==> src/rtl/if_id_flush_reg_if.sv <==
// ---------------------------------------------------------------------------
// if_id_flush_reg_if
//
// Bundles the IF-side inputs, the hazard requests and the ID-side outputs of
// the IF/ID pipeline register.
//
// Parameters:
//   DATA_W  width of the PC, PC+4 and instruction fields
//   CNT_W   width of the flush and bubble activity counters
//
// Signals:
//   flush, stall                 hazard requests to the IF/ID register
//   if_valid, if_pc, if_pc4,
//   if_inst                      fetch-stage slot contents
//   id_valid, id_squashed,
//   id_pc, id_pc4, id_inst       registered decode-stage slot contents
//   flush_cnt, bubble_cnt        saturating activity counters (debug path)
//
// Modports:
//   master  drives the fetch/hazard side and observes the ID side
//   slave   the pipeline register itself
// ---------------------------------------------------------------------------
interface if_id_flush_reg_if #(
  parameter int DATA_W = 32,
  parameter int CNT_W  = 16
);
  logic              flush;
  logic              stall;
  logic              if_valid;
  logic [DATA_W-1:0] if_pc;
  logic [DATA_W-1:0] if_pc4;
  logic [DATA_W-1:0] if_inst;

  logic              id_valid;
  logic              id_squashed;
  logic [DATA_W-1:0] id_pc;
  logic [DATA_W-1:0] id_pc4;
  logic [DATA_W-1:0] id_inst;
  logic [CNT_W-1:0]  flush_cnt;
  logic [CNT_W-1:0]  bubble_cnt;

  modport master (
    output flush, stall, if_valid, if_pc, if_pc4, if_inst,
    input  id_valid, id_squashed, id_pc, id_pc4, id_inst, flush_cnt, bubble_cnt
  );

  modport slave (
    input  flush, stall, if_valid, if_pc, if_pc4, if_inst,
    output id_valid, id_squashed, id_pc, id_pc4, id_inst, flush_cnt, bubble_cnt
  );
endinterface

==> src/rtl/if_id_flush_reg.sv <==
// ---------------------------------------------------------------------------
// if_id_flush_reg
//
// IF/ID pipeline register with flush (squash) and stall (hold) handling.
// Squashed or invalid slots are replaced by a NOP bubble. A three-state FSM
// tracks whether the slot was loaded normally (RUN), frozen (HOLD) or
// squashed (SQUASH). Two saturating counters report flush requests and
// bubble cycles to the debug path.
//
// Ports:
//   clk    rising-edge clock
//   rst_n  synchronous, active-low reset
//   bus    if_id_flush_reg_if.slave: flush, stall, if_* inputs;
//          id_* outputs, flush_cnt, bubble_cnt
//
// All outputs come straight from flops; there is no input-to-output
// combinational path.
// ---------------------------------------------------------------------------
module if_id_flush_reg #(
  parameter int                DATA_W   = 32,
  parameter logic [DATA_W-1:0] NOP_INST = 32'h0000_0013,
  parameter int                CNT_W    = 16
) (
  input  logic               clk,
  input  logic               rst_n,
  if_id_flush_reg_if.slave   bus
);

  typedef enum logic [1:0] {
    ST_RUN    = 2'd0,
    ST_HOLD   = 2'd1,
    ST_SQUASH = 2'd2
  } state_t;

  localparam logic [CNT_W-1:0] CNT_MAX = '1;

  state_t            state_q,       state_d;
  logic              id_valid_q,    id_valid_d;
  logic              id_squashed_q, id_squashed_d;
  logic [DATA_W-1:0] id_pc_q,       id_pc_d;
  logic [DATA_W-1:0] id_pc4_q,      id_pc4_d;
  logic [DATA_W-1:0] id_inst_q,     id_inst_d;
  logic [CNT_W-1:0]  flush_cnt_q,   flush_cnt_d;
  logic [CNT_W-1:0]  bubble_cnt_q,  bubble_cnt_d;

  // Slot update: flush beats stall so a wrong-path instruction can never
  // survive a load-use stall; stall beats a normal load.
  always_comb begin
    state_d       = state_q;
    id_valid_d    = id_valid_q;
    id_squashed_d = id_squashed_q;
    id_pc_d       = id_pc_q;
    id_pc4_d      = id_pc4_q;
    id_inst_d     = id_inst_q;

    if (bus.flush) begin
      state_d       = ST_SQUASH;
      id_valid_d    = 1'b0;
      id_squashed_d = 1'b1;
      id_pc_d       = '0;
      id_pc4_d      = '0;
      id_inst_d     = NOP_INST;
    end else if (bus.stall) begin
      // Contents (including a squashed bubble's flag) are simply retained.
      state_d = ST_HOLD;
    end else begin
      state_d       = ST_RUN;
      id_valid_d    = bus.if_valid;
      id_squashed_d = 1'b0;
      id_pc_d       = bus.if_pc;
      id_pc4_d      = bus.if_pc4;
      id_inst_d     = bus.if_valid ? bus.if_inst : NOP_INST;
    end
  end

  // Saturating activity counters. bubble_cnt looks at the slot currently
  // presented, so a held bubble is counted every cycle it sits in ID.
  always_comb begin
    flush_cnt_d  = flush_cnt_q;
    bubble_cnt_d = bubble_cnt_q;
    if (bus.flush && (flush_cnt_q != CNT_MAX)) begin
      flush_cnt_d = flush_cnt_q + CNT_W'(1);
    end
    if (!id_valid_q && (bubble_cnt_q != CNT_MAX)) begin
      bubble_cnt_d = bubble_cnt_q + CNT_W'(1);
    end
  end

  always_ff @(posedge clk) begin
    if (!rst_n) begin
      state_q       <= ST_RUN;
      id_valid_q    <= 1'b0;
      id_squashed_q <= 1'b0;
      id_pc_q       <= '0;
      id_pc4_q      <= '0;
      id_inst_q     <= NOP_INST;
      flush_cnt_q   <= '0;
      bubble_cnt_q  <= '0;
    end else begin
      state_q       <= state_d;
      id_valid_q    <= id_valid_d;
      id_squashed_q <= id_squashed_d;
      id_pc_q       <= id_pc_d;
      id_pc4_q      <= id_pc4_d;
      id_inst_q     <= id_inst_d;
      flush_cnt_q   <= flush_cnt_d;
      bubble_cnt_q  <= bubble_cnt_d;
    end
  end

  assign bus.id_valid    = id_valid_q;
  assign bus.id_squashed = id_squashed_q;
  assign bus.id_pc       = id_pc_q;
  assign bus.id_pc4      = id_pc4_q;
  assign bus.id_inst     = id_inst_q;
  assign bus.flush_cnt   = flush_cnt_q;
  assign bus.bubble_cnt  = bubble_cnt_q;

endmodule

==> src/flat_wrapper.sv <==
// flat-port wrapper written by rule: the top's interface ports become plain ports
module if_id_flush_reg_flat 
#(
  parameter int                DATA_W   = 32,
  parameter logic [DATA_W-1:0] NOP_INST = 32'h0000_0013,
  parameter int                CNT_W    = 16
)
  (clk, rst_n, bus_flush, bus_stall, bus_if_valid, bus_if_pc, bus_if_pc4, bus_if_inst, bus_id_valid, bus_id_squashed, bus_id_pc, bus_id_pc4, bus_id_inst, bus_flush_cnt, bus_bubble_cnt);
  if_id_flush_reg_if #(.DATA_W(DATA_W), .CNT_W(CNT_W)) bus_i ();
  input  logic clk;
  input  logic rst_n;
  input wire logic [$bits(bus_i.flush)-1:0] bus_flush;
  input wire logic [$bits(bus_i.stall)-1:0] bus_stall;
  input wire logic [$bits(bus_i.if_valid)-1:0] bus_if_valid;
  input wire logic [$bits(bus_i.if_pc)-1:0] bus_if_pc;
  input wire logic [$bits(bus_i.if_pc4)-1:0] bus_if_pc4;
  input wire logic [$bits(bus_i.if_inst)-1:0] bus_if_inst;
  output wire logic [$bits(bus_i.id_valid)-1:0] bus_id_valid;
  output wire logic [$bits(bus_i.id_squashed)-1:0] bus_id_squashed;
  output wire logic [$bits(bus_i.id_pc)-1:0] bus_id_pc;
  output wire logic [$bits(bus_i.id_pc4)-1:0] bus_id_pc4;
  output wire logic [$bits(bus_i.id_inst)-1:0] bus_id_inst;
  output wire logic [$bits(bus_i.flush_cnt)-1:0] bus_flush_cnt;
  output wire logic [$bits(bus_i.bubble_cnt)-1:0] bus_bubble_cnt;
  assign bus_i.flush = bus_flush;
  assign bus_i.stall = bus_stall;
  assign bus_i.if_valid = bus_if_valid;
  assign bus_i.if_pc = bus_if_pc;
  assign bus_i.if_pc4 = bus_if_pc4;
  assign bus_i.if_inst = bus_if_inst;
  assign bus_id_valid = bus_i.id_valid;
  assign bus_id_squashed = bus_i.id_squashed;
  assign bus_id_pc = bus_i.id_pc;
  assign bus_id_pc4 = bus_i.id_pc4;
  assign bus_id_inst = bus_i.id_inst;
  assign bus_flush_cnt = bus_i.flush_cnt;
  assign bus_bubble_cnt = bus_i.bubble_cnt;
  if_id_flush_reg #(.DATA_W(DATA_W), .NOP_INST(NOP_INST), .CNT_W(CNT_W)) u_core (.clk(clk), .rst_n(rst_n), .bus(bus_i));
endmodule
==> config.mk <==
export PLATFORM = sky130hd
export DESIGN_NAME = if_id_flush_reg_flat
export DESIGN_NICKNAME = d
export VERILOG_FILES = /design/src/rtl/if_id_flush_reg_if.sv /design/src/rtl/if_id_flush_reg.sv /design/src/flat_wrapper.sv
export SDC_FILE = /design/constraint.sdc
export NUM_CORES = 1
export LEC_CHECK = 0
export BUFFER_PORTS_ARGS = -buffer_cell sky130_fd_sc_hd__buf_2
export CELL_PAD_IN_SITES_DETAIL_PLACEMENT = 0
export CELL_PAD_IN_SITES_GLOBAL_PLACEMENT = 2
export CORE_ASPECT_RATIO = 1.4
export CORE_MARGIN = 10
export CORE_UTILIZATION = 29
export DETAILED_ROUTE_END_ITERATION = 6
export PLACE_DENSITY = 0.88
export SYNTH_ARGS = -nofsm -noshare
export SYNTH_HDL_FRONTEND = slang
export SYNTH_SLANG_ARGS = --single-unit
==> constraint.sdc <==
create_clock -name clk -period 3.8 [get_ports clk]
set_input_delay 0.76 -clock clk [delete_from_list [all_inputs] [get_ports clk]]
set_output_delay 0.76 -clock clk [all_outputs]
set_load 0.005 [all_outputs]
==> results_dict.tcl, run 1 <==
set metrics [dict create \
    antenna_found_initial 1 \
    portBuffers 230 \
    hold_buffers 0 \
    cts_num_sinks 130 \
    cts.path.max_buffers 2 \
    tns_ns 0 \
    crit_path_start_kind "register" \
    synth_ff_type "dfxtp_1" \
    fillCellCount 1726 \
    cellLeakagePower_nw 3.29 \
    cts_resized 0 \
    hold_violations 0 \
    crit_path_end_kind "output port" \
    gp_congestion 0.714 \
    dp_hpwl_um 11700 \
    rsz0062_at_grt "false" \
    most-common-layout-cells "buf_2 (229), dfxtp_1 (130), nor2_1 (98), mux2i_1 (65), a22oi_1 (29)" \
    gr-total-overflow 0 \
    yosys_warnings 0 \
    holdPathStages 2 \
    ys_ff_latch 130 \
    multi_input_area_um2 2210 \
    post_cts_buffers 0 \
    critPathBufInv 1 \
    setup_viol 0 \
    drt_first_pass_iters 4 \
    dieHeight_um 175 \
    cp_slowest_cell "dfxtp_1" \
    clk_latency_ns 0.42 \
    seq_area_frac_synth_pct 52.5 \
    layout_commonest_cell "buf_2" \
    cts_tree "yes" \
    grt_usage_pct 13.7 \
    drive_above_1_share_pct 38.3 \
    cts_htree_levels 4 \
    core_area_um2 16700 \
    whs_ns 0.488 \
    synth.avg_cell_area_um2 9.97 \
    synth_edf_count 0 \
    initial_utilization_pct 29.6 \
    syn_inst 497 \
    drtIter0Drc 265 \
    worst_ir_drop_vdd_v 0.000286 \
    cts_buffers 17 \
    boundaryPins 231 \
    maxSlewHeadroom_pct 31.0 \
    wire_per_inst_um 16.8 \
    status "finished, final reports clean" \
    finalMaxSlewViolations 0 \
    die_w_um 130 \
    clk_pin_slew_ns 0.06 \
    drc_errors 0 \
    grt_pass1_vias 4823 \
    synth_nets 600 \
    finalWirelength_um 15700 \
    fmax_mhz 482 \
    async_reset_ff_share_pct 0 \
    die_area_um2 22800 \
    synth_cell_types 51 \
    cts_root_buf "clkbuf_16" \
    fin_skew_ns 0.0211 \
    ant_nets 0 \
    critPathMaxStageDelay_ns 0.67 \
    area_growth_pct 39.2 \
    critPathKind "register to output port" \
    worstPathCellList "buf_2" \
    viasPerCell 4.86 \
    hold_class "register to register" \
    fin_crit_sh_pct 54.6 \
    maxCapViolCount 0 \
    worstRegToRegCells 4 \
    tightest_slew_ns 1.04 \
    cellPowerDensity_nw_per_um2 484 \
    fin_util_pct 41.2 \
    arrival_ns 1.31 \
    required_ns 3.04 \
    fin_crit_ns 2.07 \
    grt_first_pass_wirelength_um 24900 \
    cp.depth 1 \
    syn_area_um2 4960 \
    grt_max_degree 95 \
    via_count 4557 \
    nNetsFinal 823 \
    seq_area_um2 2600 \
    path_max_fanout 18 \
    rows 56 \
    critPathTopFamily "flip-flops" \
]
[layout make-up]
| type | instances | share of cell area (%) |
|---|---|---|
| multi-input cells | 332 | 32.1 |
| inverters | 5 | 0.272 |
| clock inverters | 14 | 2.61 |
| well taps | 203 | 3.68 |
| flip-flops and latches | 130 | 37.7 |
| diodes | 1 | 0.0363 |
| repair buffers | 234 | 17.3 |
| clock buffers | 18 | 6.22 |
[where the power goes]
part           internal [mW]  total, mW  switching (mW)
Combinational          0.115      0.233           0.118
Clock                   1.04       1.68           0.640
Sequential              1.40       1.42          0.0239
[final timing paths]
path                                                 from                        end  slack (ns)
worst min-delay path            u_core.bus.bubble_cnt[11]  u_core.bus.bubble_cnt[11]        0.49
worst max register to register        u_core.bus.id_valid  u_core.bus.bubble_cnt[15]        1.95
worst min register to register  u_core.bus.bubble_cnt[11]  u_core.bus.bubble_cnt[11]        0.49
worst max-delay path                  u_core.bus.id_valid               bus_id_valid        1.73
[synth_stat cells (all sizes together), types with 2 or more instances]
master,count,area share [%]
a22oi,29,4.4
nand4,8,1.4
mux2i,65,13
nand3,11,1.3
dfxtp,130,53
o21ai,10,1.0
inv,4,0.30
a31oi,5,0.63
nor3b,2,0.30
and4,6,1.1
o211a,2,0.40
o22ai,3,0.38
buf,10,1.1
clkbuf,20,1.5
ha,2,0.50
and3,6,0.76
a21oi,17,1.7
o41ai,5,1.0
nor4,3,0.63
or4,8,1.3
o31ai,7,1.1
o311ai,4,0.86
nor3,5,0.61
nand2,13,0.98
or3,5,0.63
nand2b,3,0.38
nor2,98,7.4
a211oi,3,0.56
o211ai,3,0.45
[state kept, by name, summed over array words and instances (netlist names)]
| signal | flops |
|---|---|
| u_core.bus.id_pc | 32 |
| u_core.bus.flush_cnt | 16 |
| u_core.bus.id_pc4 | 32 |
| u_core.bus.id_inst | 32 |
| u_core.bus.id_squashed | 1 |
| u_core.bus.id_valid | 1 |
| u_core.bus.bubble_cnt | 16 |
[cells by family (layout without fill, tap and decap cells)]
family | Yosys count | count (layout) | synth area share (%)
AND/OR/NAND/NOR | 173 | 173 | 17.7
flip-flops | 130 | 130 | 52.5
AO/OA/AOI/OAI | 91 | 91 | 13.0
multiplexers | 65 | 65 | 13.1
buffers and inverters | 35 | 271 | 3.00
adder cells (fa/ha/maj) | 2 | 2 | 0.505
XOR/XNOR | 1 | 1 | 0.177
other | 0 | 1 | 0
[layer usage]
metal / track usage (%) / wire, um / vias to the layer above
met2: 23.3 / 8040 / 157
met5: 0 / 0 / -
met3: 6.03 / 1440 / 21
li1: - / - / 2260
met4: 6.09 / 275 / 0
met1: 14.1 / 5950 / 2119
[stage by stage]
step	worst slack, ns	instances	instance area [um^2]	power (mW)
after floorplan	1.96	497	4960	1.57
final	1.73	937	6900	3.34
after detailed placement	1.54	904	6290	1.69
after CTS	1.69	936	6900	3.39
after global routing	1.59	937	6900	3.48
after global placement	1.57	904	6290	1.68
(Power assumes the default switching activity.)
==> inputs of run 2 (changes only) <==
--- a/config.mk
+++ b/config.mk
@@ -10,9 +10,9 @@
 export CELL_PAD_IN_SITES_GLOBAL_PLACEMENT = 2
 export CORE_ASPECT_RATIO = 1.4
 export CORE_MARGIN = 10
-export CORE_UTILIZATION = 29
+export CORE_UTILIZATION = 24
 export DETAILED_ROUTE_END_ITERATION = 6
-export PLACE_DENSITY = 0.88
+export PLACE_DENSITY = 0.79
 export SYNTH_ARGS = -nofsm -noshare
 export SYNTH_HDL_FRONTEND = slang
 export SYNTH_SLANG_ARGS = --single-unit
==> constraint.sdc (replaced) <==
create_clock -name clk -period 1.75 [get_ports clk]
set_input_delay 0.35 -clock clk [delete_from_list [all_inputs] [get_ports clk]]
set_output_delay 0.35 -clock clk [all_outputs]
set_load 0.005 [all_outputs]
==> results_dict.tcl, run 2 (synthesis results as in run 1) <==
set metrics [dict create \
    antenna_found_initial 2 \
    cts_num_sinks 130 \
    drt_first_pass_iters 4 \
    area_growth_pct 47.2 \
    cts_resized 0 \
    finalMaxSlewViolations 0 \
    hold_buffers 0 \
    fin_crit_ns 1.67 \
    grt_max_degree 49 \
    cts.path.max_buffers 2 \
    crit_path_end_kind "register" \
    nNetsFinal 853 \
    clk_pin_slew_ns 0.07 \
    via_count 4638 \
    cp_slowest_cell "or4_1" \
    gp_congestion 0.757 \
    dieHeight_um 190 \
    fin_skew_ns 0.0109 \
    die_area_um2 26900 \
    rows 62 \
    worstRegToRegCells 5 \
    cellLeakagePower_nw 3.50 \
    fmax_mhz 599 \
    p_clk_share_pct 51.4 \
    holdPathStages 3 \
    initial_utilization_pct 24.3 \
    fin_cells 1020 \
    tightest_slew_ns 0.490 \
    grt_pass1_vias 4610 \
    fin_util_pct 35.8 \
    p_sw_mw 1.74 \
    use_met1_pct 12.8 \
    post_cts_buffers 0 \
    worst_ir_drop_vdd_v 0.000516 \
    grt_busiest_layer "met2" \
    switching_share_pct 23.3 \
    gr-total-overflow 0 \
    fillCellCount 2151 \
    cts_root_buf "clkbuf_16" \
    die_w_um 141 \
    cts_tree "yes" \
    fin_crit_sh_pct 95.3 \
    grt_usage_pct 12.1 \
    whs_ns 0.163 \
    grt_first_pass_wirelength_um 26100 \
    worstPathCellList "ha_2, and4_2, nand4_1, or4_1, a21oi_1" \
    setup_ws_ns 0.0814 \
    cts_htree_levels 4 \
    grt_use_met2_pct 20.5 \
    critPathMaxStageDelay_ns 0.40 \
    boundaryPins 231 \
    power.total_mw 7.46 \
    wire_per_inst_um 16.4 \
    reg2reg_setup_slack_ns 0.08 \
    r2r-start "u_core.bus.bubble_cnt[1]" \
    comb_power_share_pct 7.3 \
    drtIter0Drc 151 \
    cts_buffers 17 \
    ant_nets 0 \
    p_seq_share_pct 41.3 \
    maxSlewHeadroom_pct 67.1 \
    min_from "bus_if_pc4[3]" \
    maxCapViolCount 0 \
    clk_latency_ns 0.41 \
    arrival_ns 2.01 \
    dp_cells 987 \
    status "finished, final reports clean" \
    required_ns 2.09 \
    path_max_fanout 5 \
    setup_viol 0 \
    grt_use_met3_pct 6.16 \
    hold_violations 0 \
    drive_above_1_share_pct 41.2 \
    layout_commonest_cell "buf_2" \
    post-place-ws_ns 0.0398 \
    critPathKind "register to register" \
    finalWirelength_um 16800 \
    cellPowerDensity_nw_per_um2 1020 \
    viasPerCell 4.55 \
    hold_class "primary input to register" \
    cp-startpoint "u_core.bus.bubble_cnt[1]" \
    intPower_mw 5.72 \
    core_area_um2 20400 \
    worstReg2RegEnd "u_core.bus.bubble_cnt[10]" \
    most-common-layout-cells "buf_2 (229), dfxtp_1 (129), nor2_1 (98), mux2i_1 (65)" \
    crit_path_start_kind "register" \
    portBuffers 230 \
    dp_hpwl_um 12500 \
    drc_errors 0 \
    hold_end "u_core.bus.id_pc4[3]" \
]
-- run 2: changes by cell type in the layout (fill, tap and decap cells not counted), moves of 2 or more --
cell,previous run,this run
buf_12,1,5
buf_4,4,29
nor4_2,2,0
nor4_4,0,2
-- run 2: layout make-up --
class / instances / area (um^2) / area share (%)
Antenna cell: 1 / 2.50 / 0.0343
Clock buffer: 18 / 429 / 5.88
Clock inverter: 14 / 201 / 2.76
Inverter: 5 / 18.8 / 0.257
Multi-Input combinational cell: 332 / 2240 / 30.8
Sequential cell: 130 / 2600 / 35.7
Tap cell: 256 / 320 / 4.39
Timing Repair Buffer: 264 / 1480 / 20.2
-- run 2: metrics by stage --
stage	TNS, ns	instance area, um^2
floorplan	0	4960
global placement	0	6630
detailed placement	0	6630
CTS	0	7260
global route	-0.00598	7290
finish	0	7300
-- run 2: per-layer routing --
layer  share of wire (%)  vias up
li1                    -     2304
met3                 9.0       10
met1                  39     2176
met5               0.077        -
met4                0.94        2
met2                  51      146
-- run 2: power by group through the flow --
stage / Clock, mW / Combinational, mW / Sequential, mW
2_1_floorplan: 0 / 0.253 / 3.15
3_3_place_gp: 0 / 0.557 / 3.14
3_5_place_dp: 0 / 0.558 / 3.14
4_1_cts: 3.98 / 0.559 / 3.08
5_1_grt: 4.09 / 0.613 / 3.09
6_report: 3.83 / 0.547 / 3.08
-- run 2: worst max path at each step --
stage,endpoint,slack [ns],depth (start not counted)
3_3_place_gp,u_core.bus.bubble_cnt[6],0.08,6
6_report,u_core.bus.bubble_cnt[10],0.08,5
5_1_grt,u_core.bus.bubble_cnt[10],-0.006,5
3_5_place_dp,u_core.bus.bubble_cnt[6],0.04,6
4_1_cts,u_core.bus.bubble_cnt[6],0.03,6
2_1_floorplan,u_core.bus.bubble_cnt[3],0.13,7
-- run 2: worst max-delay path, delay by kind of cell (launching register included) --
family | cells | cell delay, ns
flip-flops | 1 | 0.39
adder cells (fa/ha/maj) | 1 | 0.26
AND/OR/NAND/NOR | 3 | 0.82
AO/OA/AOI/OAI | 1 | 0.14
==> inputs of run 3 (changes only) <==
--- a/config.mk
+++ b/config.mk
@@ -5,14 +5,15 @@
 export SDC_FILE = /design/constraint.sdc
 export NUM_CORES = 1
 export LEC_CHECK = 0
+export ABC_AREA = 1
 export BUFFER_PORTS_ARGS = -buffer_cell sky130_fd_sc_hd__buf_2
 export CELL_PAD_IN_SITES_DETAIL_PLACEMENT = 0
 export CELL_PAD_IN_SITES_GLOBAL_PLACEMENT = 2
 export CORE_ASPECT_RATIO = 1.4
 export CORE_MARGIN = 10
-export CORE_UTILIZATION = 24
+export CORE_UTILIZATION = 25
 export DETAILED_ROUTE_END_ITERATION = 6
-export PLACE_DENSITY = 0.79
+export PLACE_DENSITY = 0.83
 export SYNTH_ARGS = -nofsm -noshare
 export SYNTH_HDL_FRONTEND = slang
 export SYNTH_SLANG_ARGS = --single-unit
==> constraint.sdc (replaced) <==
create_clock -name clk -period 1.9 [get_ports clk]
set_input_delay 0.38 -clock clk [delete_from_list [all_inputs] [get_ports clk]]
set_output_delay 0.38 -clock clk [all_outputs]
set_load 0.005 [all_outputs]
==> results_dict.tcl, run 3 <==
set metrics [dict create \
    required_ns 2.21 \
    via_count 5351 \
    synth_cell_types 30 \
    tns_ns 0 \
    async_reset_ff_share_pct 0 \
    initial_utilization_pct 25.3 \
    cellPowerDensity_nw_per_um2 895 \
    post-place-ws_ns 0.283 \
    p_sw_mw 1.68 \
    setup.worst_path.end "u_core.bus.bubble_cnt[7]" \
    path_max_fanout 13 \
    cts_tree "yes" \
    die_w_um 143 \
    gp_congestion 0.756 \
    ys_ff_latch 130 \
    synth_area_leaders "dfxtp_1 (49%), nand2_1 (19%), a21oi_1 (10%)" \
    hold_violations 0 \
    fin_crit_sh_pct 85.3 \
    yosysMostFrequentCell "nand2_1" \
    top_layer "met5" \
    ant_nets 0 \
    crit_path_end_kind "register" \
    gr-total-overflow 0 \
    boundaryPins 231 \
    drt_first_pass_iters 4 \
    setup_ws_ns 0.280 \
    r2r-start "u_core.bus.bubble_cnt[0]" \
    cp-startpoint "u_core.bus.bubble_cnt[0]" \
    maxSlewHeadroom_pct 71.0 \
    dieHeight_um 193 \
    grt_max_degree 96 \
    syn_area_um2 5320 \
    crit_top_cell "nand2_1" \
    synth_nets 837 \
    portBuffers 230 \
    seq_area_frac_synth_pct 48.9 \
    cp.depth 8 \
    drive_above_1_share_pct 31.2 \
    synth_top_cell_area_share_pct 48.9 \
    finalMaxSlewViolations 0 \
    crit_path_start_kind "register" \
    met1_length_um 7380 \
    hold_class "primary input to register" \
    grt_first_pass_wirelength_um 29400 \
    dp_hpwl_um 14100 \
    p_clk_share_pct 49.2 \
    seq_area_um2 2600 \
    cts_root_buf "clkbuf_16" \
    finalWirelength_um 19100 \
    die_area_um2 27600 \
    cts.path.max_buffers 2 \
    hold_buffers 0 \
    critPathKind "register to register" \
    syn_inst 734 \
    critPathTopFamily "simple AND/OR/NAND/NOR gates" \
    rows 63 \
    critPathBufInv 0 \
    rsz0062_at_grt "false" \
    reg2reg_setup_slack_ns 0.28 \
    synth.avg_cell_area_um2 7.25 \
    cts_num_sinks 130 \
    cts_buffers 17 \
    maxCapViolCount 0 \
    worst_ir_drop_vdd_v 0.000528 \
    grt_pass1_vias 5343 \
    arrival_ns 1.93 \
    tightest_slew_ns 0.434 \
    cts_resized 0 \
    comb_power_share_pct 7.3 \
    wl_met2_um 10000 \
    worstReg2RegEnd "u_core.bus.bubble_cnt[7]" \
    post_cts_buffers 0 \
    grt_usage_pct 13.6 \
    setup_viol 0 \
    fin_skew_ns 0.00755 \
    fin_util_pct 34.6 \
    layout_commonest_cell "nand2_1" \
    drc_errors 0 \
    synth_ff_type "dfxtp_1" \
    clk_latency_ns 0.41 \
    cts_htree_levels 4 \
    fmax_mhz 617 \
    wire_per_inst_um 15.5 \
    multi_input_area_um2 2390 \
    fin_crit_ns 1.62 \
    nNetsFinal 1059 \
    intPower_mw 4.84 \
    core_area_um2 21000 \
    p_seq_share_pct 43.6 \
    clk_pin_slew_ns 0.06 \
    most-common-layout-cells "nand2_1 (271), buf_2 (229), dfxtp_1 (130), a21oi_1 (111), nor2_1 (81)" \
    yosys_warnings 0 \
    critPathMaxStageDelay_ns 0.39 \
    wl_met3_um 1420 \
    worstPathCellList "ha_1, nand2_1, nor2_4, nand4_2, nand2_1, nand2_1, nand2_1, nor2_1" \
    worstRegToRegCells 8 \
    synth_edf_count 0 \
    switching_share_pct 25.8 \
    status "finished, final reports clean" \
    area_growth_pct 37.1 \
    yosys-top-cells-count "nand2_1 (271), dfxtp_1 (130), a21oi_1 (111), nor2_1 (81), inv_1 (26)" \
    cellLeakagePower_nw 3.37 \
    viasPerCell 4.35 \
    cp_slowest_cell "dfxtp_1" \
    antenna_found_initial 3 \
    drtIter0Drc 221 \
    yosysTopAreaCell "dfxtp_1" \
    fillCellCount 2315 \
]
[run 3: cell count changes in the layout (fill, tap and decap cells not counted), sizes merged, moves of 6 or more]
cell   change
nor2       -6
or4        -8
a22oi     -29
inv       +32
nand3     +12
and4       -6
buf       -25
o31ai      -7
and3       -6
mux2i     -65
a21oi     +94
nand2    +265
[run 3: cell type report]
class / instances / share of cell area (%)
diodes: 2 / 0.0686
repair buffers: 239 / 17.4
flip-flops and latches: 130 / 35.7
inverters: 32 / 1.65
well taps: 260 / 4.46
clock buffers: 17 / 5.83
multi-input cells: 536 / 32.8
clock inverters: 15 / 2.02
[run 3: stage by stage]
step | total power, mW | hold slack, ns | area, um^2 | std cells
2_1_floorplan | 3.13 | 0.457 | 5320 | 734
3_3_place_gp | 3.39 | 0.449 | 6710 | 1197
3_5_place_dp | 3.39 | 0.453 | 6710 | 1197
4_1_cts | 6.66 | 0.166 | 7290 | 1229
5_1_grt | 6.84 | 0.173 | 7290 | 1230
6_report | 6.52 | 0.184 | 7290 | 1231
[run 3: power by group through the flow]
stage	registers [mW]	clock network, mW	logic, mW
floorplan	2.91	0	0.225
CTS	2.84	3.33	0.491
detailed placement	2.90	0	0.489
global placement	2.90	0	0.491
global route	2.85	3.45	0.540
finish	2.84	3.21	0.473
[run 3: tightest hold or removal path, cell delays in order]
cell	delay [ns]
buf_2	0.07
o22ai_1	0.06
nand2_1	0.05
[run 3: worst min-delay path by stage]
stage          slack [ns]                     end                   start  depth (start not counted)
3_5_place_dp         0.45  u_core.bus.id_inst[12]  u_core.bus.id_inst[12]                          2
4_1_cts              0.17   u_core.bus.id_inst[4]          bus_if_inst[4]                          3
5_1_grt              0.17   u_core.bus.id_inst[4]          bus_if_inst[4]                          3
3_3_place_gp         0.45    u_core.bus.id_pc4[6]    u_core.bus.id_pc4[6]                          2
2_1_floorplan        0.46  u_core.bus.id_squashed  u_core.bus.id_squashed                          2
6_report             0.18   u_core.bus.id_inst[4]          bus_if_inst[4]                          3
[run 3: cell families (layout without fill, tap and decap cells)]
family                   after synthesis  count (layout)  share of synthesized area (%)
AO/OA/AOI/OAI                        120             120                           11.4
buffers and inverters                 68             303                           6.05
other                                  0               2                              0
adder cells (fa/ha/maj)                2               2                          0.470
XOR/XNOR                               3               3                          0.494
AND/OR/NAND/NOR                      411             411                           32.7
flip-flops                           130             130                           48.9
[run 3: layer usage]
layer | track usage, % | up-vias
met3 | 5.64 | 14
met5 | 0 | -
met1 | 14.3 | 2419
li1 | - | 2784
met2 | 24.2 | 132
met4 | 4.37 | 2
